File: config.mk
export PLATFORM = sky130hd
export DESIGN_NAME = spi_controller
export DESIGN_NICKNAME = d
export VERILOG_FILES = /design/src/rtl/spi_controller.sv
export SDC_FILE = /design/constraint.sdc
export NUM_CORES = 1
export LEC_CHECK = 0
export BUFFER_PORTS_ARGS = -buffer_cell sky130_fd_sc_hd__buf_2
export CAP_MARGIN = 0
export CORE_UTILIZATION = 45
export CTS_BUF_LIST = sky130_fd_sc_hd__clkbuf_16
export CTS_CLUSTER_SIZE = 20
export DETAILED_ROUTE_END_ITERATION = 6
export PLACE_DENSITY = 0.73
export SYNTH_ARGS = -nofsm -noshare
export SYNTH_HDL_FRONTEND = slang
export SYNTH_SLANG_ARGS = --single-unit
File: constraint.sdc
create_clock -name clk -period 2.3 [get_ports clk]
set_clock_uncertainty 0.05 [all_clocks]
set_input_delay 0.23 -clock clk [delete_from_list [all_inputs] [get_ports clk]]
set_output_delay 0.23 -clock clk [all_outputs]
set_load 0.01 [all_outputs]
File: src/rtl/spi_controller.sv
`default_nettype none
// ============================================================================
// Module      : spi_controller
// Description : SPI mode-0 initiator; shifts one 16-bit {rw, addr, data}
//               frame per command and returns the last 8 CIPO bits.
// Revision    : 1.0 - initial release
// ============================================================================
module spi_controller #(
    parameter int CLK_DIV = 4,
    parameter int GAP_CYC = 8
) (
    input  logic       clk,
    input  logic       rst_n,
    input  logic       cmd_valid,
    output logic       cmd_ready,
    input  logic       cmd_rw,
    input  logic [6:0] cmd_addr,
    input  logic [7:0] cmd_wdata,
    output logic [7:0] rd_data,
    output logic       done,
    output logic       busy,
    output logic       nCS,
    output logic       SCLK,
    output logic       COPI,
    input  logic       CIPO
);

    localparam int c_CNT_MAX = (CLK_DIV > GAP_CYC) ? CLK_DIV : GAP_CYC;
    localparam int c_CNT_W   = $clog2(c_CNT_MAX);
    localparam logic [c_CNT_W-1:0] c_DIV_LAST = c_CNT_W'(CLK_DIV - 1);
    localparam logic [c_CNT_W-1:0] c_GAP_LAST = c_CNT_W'(GAP_CYC - 1);
    localparam logic [c_CNT_W-1:0] c_ONE      = c_CNT_W'(1);

    // The peripheral's 2-FF sync plus edge detect needs at least 4 clk per half-period
    if (CLK_DIV < 4) begin : g_bad_clk_div
        $error("spi_controller: CLK_DIV must be >= 4");
    end
    if (GAP_CYC < 4) begin : g_bad_gap_cyc
        $error("spi_controller: GAP_CYC must be >= 4");
    end

    typedef enum logic [2:0] {
        S_IDLE  = 3'd0,
        S_LEAD  = 3'd1,
        S_HIGH  = 3'd2,
        S_LOW   = 3'd3,
        S_TRAIL = 3'd4,
        S_GAP   = 3'd5
    } state_t;

    state_t             r_state;
    logic [c_CNT_W-1:0] r_phase;
    logic [3:0]         r_bit_cnt;
    logic [14:0]        r_tx;      // bit 15 (rw) goes straight to COPI at accept
    logic [7:0]         r_rx;      // only the last 8 samples are ever returned
    logic               r_cipo_meta;
    logic               r_cipo_sync;

    wire w_div_end = (r_phase == c_DIV_LAST);
    wire w_gap_end = (r_phase == c_GAP_LAST);

    always_ff @(posedge clk or negedge rst_n) begin
        if (!rst_n) begin
            r_cipo_meta <= 1'b0;
            r_cipo_sync <= 1'b0;
        end else begin
            r_cipo_meta <= CIPO;
            r_cipo_sync <= r_cipo_meta;
        end
    end

    always_ff @(posedge clk or negedge rst_n) begin
        if (!rst_n) begin
            r_state   <= S_IDLE;
            r_phase   <= '0;
            r_bit_cnt <= 4'd0;
            r_tx      <= 15'd0;
            r_rx      <= 8'd0;
            cmd_ready <= 1'b1;
            busy      <= 1'b0;
            done      <= 1'b0;
            rd_data   <= 8'd0;
            nCS       <= 1'b1;
            SCLK      <= 1'b0;
            COPI      <= 1'b0;
        end else begin
            done <= 1'b0;
            case (r_state)
                S_IDLE: begin
                    if (cmd_valid && cmd_ready) begin
                        r_tx      <= {cmd_addr, cmd_wdata};
                        COPI      <= cmd_rw;
                        nCS       <= 1'b0;
                        cmd_ready <= 1'b0;
                        busy      <= 1'b1;
                        r_phase   <= '0;
                        r_bit_cnt <= 4'd0;
                        r_state   <= S_LEAD;
                    end
                end
                S_LEAD: begin
                    if (w_div_end) begin
                        SCLK    <= 1'b1;
                        r_phase <= '0;
                        r_state <= S_HIGH;
                    end else begin
                        r_phase <= r_phase + c_ONE;
                    end
                end
                S_HIGH: begin
                    if (w_div_end) begin
                        r_rx    <= {r_rx[6:0], r_cipo_sync};
                        SCLK    <= 1'b0;
                        r_phase <= '0;
                        if (r_bit_cnt == 4'd15) begin
                            r_state <= S_TRAIL;
                        end else begin
                            COPI      <= r_tx[14];
                            r_tx      <= {r_tx[13:0], 1'b0};
                            r_bit_cnt <= r_bit_cnt + 4'd1;
                            r_state   <= S_LOW;
                        end
                    end else begin
                        r_phase <= r_phase + c_ONE;
                    end
                end
                S_LOW: begin
                    if (w_div_end) begin
                        SCLK    <= 1'b1;
                        r_phase <= '0;
                        r_state <= S_HIGH;
                    end else begin
                        r_phase <= r_phase + c_ONE;
                    end
                end
                S_TRAIL: begin
                    if (w_div_end) begin
                        nCS     <= 1'b1;
                        COPI    <= 1'b0;
                        r_phase <= '0;
                        r_state <= S_GAP;
                    end else begin
                        r_phase <= r_phase + c_ONE;
                    end
                end
                S_GAP: begin
                    if (w_gap_end) begin
                        done      <= 1'b1;
                        cmd_ready <= 1'b1;
                        busy      <= 1'b0;
                        rd_data   <= r_rx;
                        r_phase   <= '0;
                        r_state   <= S_IDLE;
                    end else begin
                        r_phase <= r_phase + c_ONE;
                    end
                end
                default: begin
                    r_state <= S_IDLE;
                end
            endcase
        end
    end

endmodule
`default_nettype wire

==> After elaboration in Yosys (flattened, before gate mapping) <==
Cells that the tools add are included.
{ "op_classes": {"add_sub_neg": 2, "n_eq_ne": 14, "mux": 35, "reduce_logical": 19} }
{ "op_table": {"columns": ["operator", "count"], "rows": [
  ["15-bit 2-to-1 mux", 3],
  ["15-bit case mux with 2 select lines", 1],
  ["3-bit 2-to-1 mux", 9],
  ["3-bit case mux with 5 select lines", 1],
  ["4-bit 2-to-1 mux", 3],
  ["1-bit 2-to-1 mux", 11],
  ["2-bit != test (second input constant)", 5],
  ["5-bit AND reduction", 2],
  ["3-bit by 2-bit == test with 1-bit output (second input constant)", 3],
  ["3-bit == test (second input constant)", 3],
  ["3-bit case mux with 3 select lines", 1],
  ["3-bit AND reduction", 3],
  ["1-bit case mux with 2 select lines", 4],
  ["4-bit case mux with 2 select lines", 1],
  ["2-bit nonzero test", 4],
  ["2-bit AND reduction", 3],
  ["3-bit nonzero test", 2],
  ["4-bit by 1-bit adder with 4-bit output (second input constant)", 1],
  ["4-bit == test (second input constant)", 1],
  ["4-bit AND reduction", 1],
  ["4-bit OR reduction", 1],
  ["3-bit by 1-bit adder with 3-bit output (second input constant)", 1],
  ["3-bit by 1-bit == test with 1-bit output (second input constant)", 1],
  ["3-bit logical NOT", 1],
  ["4 further kinds", 4]
]} }
{ "totals": {"ff_bits": 49, "output_inout_bits": 14, "elab_cells": 84} }

==> Logic depth before layout (Yosys ltp) <==
{ "depth": {"depth_word": 4, "ltp_mapped": 7, "depth_no_buf": 6} }

==> Worst setup path before layout <==
Ideal clock, no wire load.
{ "synth_path": {"path_type": "register to register", "startpoint": "register r_phase[0]", "endpoint": "register r_bit_cnt[0]", "setup_ps": 125, "arrival_ps": 1655, "required_time_ps": 2125, "path_slack_ps": 471, "stages_incl_launch_ff": 6, "n_path_buf": 0, "period_less_slack_ps": 1829, "cell_sequence": "dfrtp_1 > ha_1 > ha_1 > nand4bb_1 > o32ai_4 > mux2_2"} }
{ "synth_via": {"elab_chain_len": 3} }
{ "synth_rtl": {"columns": ["item", "line_no", "text"], "rows": [
  ["from (decl)", "52", "logic [c_CNT_W-1:0] r_phase;"],
  ["from (signal assigned)", "107", "r_phase <= r_phase + c_ONE;"],
  ["from (signal assigned)", "124", "r_phase <= r_phase + c_ONE;"],
  ["from (signal assigned)", "133", "r_phase <= r_phase + c_ONE;"],
  ["3-bit by 2-bit == test with 1-bit output", "59", "wire w_div_end = (r_phase == c_DIV_LAST);"],
  ["2-bit != test (no source line)", null, null],
  ["4-bit AND reduction (no source line)", null, null],
  ["to (signal assigned)", "120", "r_bit_cnt <= r_bit_cnt + 4'd1;"],
  ["to (decl)", "53", "logic [3:0] r_bit_cnt;"]
]} }
No other way between the ends.
A chain may end at the register's enable or synchronous reset.

==> Final worst setup path <==
{ "layout_path": {"startpoint": "register r_phase[1]", "endpoint": "register r_tx[10]"} }
{ "layout_via": {"elab_chain_len": 3} }
{ "layout_rtl": {"columns": ["item", "line_no", "text"], "rows": [
  ["3-bit by 2-bit == test with 1-bit output", "59", null],
  ["2-bit != test (no source line)", null, null],
  ["4-bit AND reduction (no source line)", null, null],
  ["to (signal assigned)", "91", "r_tx <= {cmd_addr, cmd_wdata};"],
  ["to (signal assigned)", "119", "r_tx <= {r_tx[13:0], 1'b0};"],
  ["to (decl)", "54", "logic [14:0] r_tx;"]
]} }
No other way between the ends.

==> out/results.ini <==
[outcome]
status=complete, but fails checks
violations=hold timing

[setup_path]
worstReg2RegStart=r_phase[1]
timing.rr.end=r_tx[10]
cpPeakStageDelay_ps=370
crit_path_cell_trace=ha_1, ha_1, nand4bb_1, o32ai_4, buf_4, nor2_1, a21oi_2
crit_start=r_phase[1]
end_kind=flip-flop
rr_worst_depth=7
r2r_setup_slack_ps=260
cpMaxStageDelayCell=dfrtp_1
crit_end=r_tx[10]
cp_common_cell=ha_1
worstSetupStartpointType=flip-flop
worst-path-max-fanout=22
cp.arrival_ps=2220
crit_type=reg -> reg
required_ps=2470

[global_route]
grt_max_degree=50
grt_pass1_wl_um=6879
use_met2=0.2712
use_met3=0.04390
antenna_found_initial=0
use_met1=0.2115
grt-busiest-layer=met2
overflow=0
track_usage=0.1691
grt_pass1_vias=1545

[final_layout]
nets=264
fin_util=0.5605
antenna_cells=0
areaGrowthSynthToFinish_pct=17.03
layout-drive-gt1-share=0.3515

[route]
wl_per_cell_um=13.32
drt_first_pass_iters=4
vias=1583
drtIter0Drc=123
drcViolationCount=0
wirelength_um=4077
postRouteAntennaNets=0
via_per_inst=5.173

[timing]
finalCritPeriodShare=0.8891
rsz0062_at_grt=no
finalHoldViolCount=47
finalMaxSlewViolations=0
fin_hold_ws_ps=-20.44
fin_ws_ps=255.2
period_needed_ps=2045
setup_tns_ps=0
fmax_mhz=489.0
worstMarginPinSlew_ps=599.3
slew_headroom=0.6005
finalSetupViolCount=0

[yosys]
yosys_warnings=0
yosysSeqAreaShare=0.5291
synth_ff_type=dfrtp_1
synth_cell_types=34
syn_area_sq_um=2322
synth-async-reset-ratio=1.000
ys_seq_elements=49
synth_edf_count=0
syn_nets=226
netlist_instances=200
synth_largest_area_cell=dfrtp_1
synth_top_cells_by_area=dfrtp_1, mux2_2, mux2i_1, a21oi_2, nor2_1
synth_common_cells=dfrtp_1, nor2_1, mux2_2
syn_avg_cell_area_sq_um=11.61
synth_most_common_cell=dfrtp_1
synth_top_area_share=0.5065

[die]
die_w_um=73.84
ios=34
core_sq_um=4848
dieArea_sq_um=5452
start_util=0.4790
die_y_um=73.84
rows=25

[power]
vdd_ir_drop_max_uv=336.7
powerDensity_nw_per_um2=611.7
combinationalPowerShare=0.037
p_int_w=0.001303
power.switching_w=0.0003591
p_clk_frac=0.430
leakagePower_nw=1.361
seqPwrFrac=0.533
power.total_w=0.001662
swShare=0.2161

[place]
place_ws_ps=255.0
hpwl_um=2808
port_buffers=33
routabilityCongestion=0.8080

[clocking]
htree_levels=2
cts-buffers-inserted=5
cts_buffer_depth=2
cts_num_sinks=49
clock_latency_ps=290
clk_pin_slew_ps=70
cts.root.buffer_cell=clkbuf_16
cts_tree=built
cts_resized=0

[flow_run]
drv_cap=0

[hold_path]
hold_path_class=in -> async

metal layers:
layer / part of all wire / vias up
met3: 0.043 / 7
met4: 0.021 / 0
met1: 0.46 / 754
met5: 0 / -
li1: - / 781
met2: 0.47 / 41
metrics by stage:
stage	hold slack, ps	instances	instance area (sq um)
CTS	11.53	306	2718
global placement	283.8	297	2564
finish	-20.44	306	2718
global route	49.94	306	2718
floorplan	-115.6	200	2322
detailed placement	290.2	297	2564
worst min-delay path by stage:
stage,from,endpoint,slack (ps),depth (start not counted)
finish,rst_n,rd_data[5],-20,2
global route,rst_n,rd_data[5],50,2
CTS,rst_n,rd_data[5],10,2
detailed placement,r_cipo_meta,r_cipo_sync,290,0
global placement,r_cipo_meta,r_cipo_sync,280,0
floorplan,rst_n,COPI,-120,0
layout make-up:
cell class              instances  area (sq um)
clock buffers                   5         125.1
multi-input cells             131         992.2
fillers                       417          2131
clock inverters                 3         18.77
well taps                      67         83.83
flip-flops and latches         49          1229
inverters                       9         33.78
repair buffers                 42         235.2
cell usage in the layout, fill, tap and decap left out, drive strengths merged, types with 3 or more instances in the layout:
cell	n
dfrtp	47
buf	41
nor2	21
a21oi	19
mux2	18
mux2i	16
inv	10
o21ai	9
nand2	8
ha	6
nand3	5
clkbuf	5
a22oi	4
o22ai	4
nor3	3
nor2b	3
state kept, by name (all words and copies together), names as in the netlist:
name and flops:
r_phase 3, r_bit_cnt 4, done 1, COPI 1, r_tx 15, r_cipo_sync 1, r_rx 8, r_cipo_meta 1
busy 1, rd_data 8, r_state 3, SCLK 1, nCS 1, cmd_ready 1
worst max-delay path, delay by kind of cell, from the launching register on:
family,cells,cell delay (ps)
flops,1,370
simple gates,2,370
fa+ha+maj,2,530
compound gates,2,330
buf+inv,1,330
what timing repair did:
item,CTS,global route
hold buffers,1,0
setup buffers,0,0
hold endpoints to repair,1,0
cells by family after synthesis:
kind of cell	after synthesis	share of synthesized area
adder cells (fa/ha/maj)	6	0.03233
buffers and inverters	20	0.04364
AO/OA/AOI/OAI	46	0.1498
flip-flops	49	0.5291
AND/OR/NAND/NOR	45	0.08890
multiplexers	34	0.1562
power by group through the flow:
stage                     Clock, W  Sequential (W)  Combinational (W)
after global placement           0        0.000901          0.0000615
after CTS                 0.000729        0.000886          0.0000642
after detailed placement         0        0.000902          0.0000628
after global routing      0.000749        0.000887          0.0000717
final                     0.000715        0.000886          0.0000621
after floorplan                  0        0.000900          0.0000234
Power figures use the tool's default switching activity.
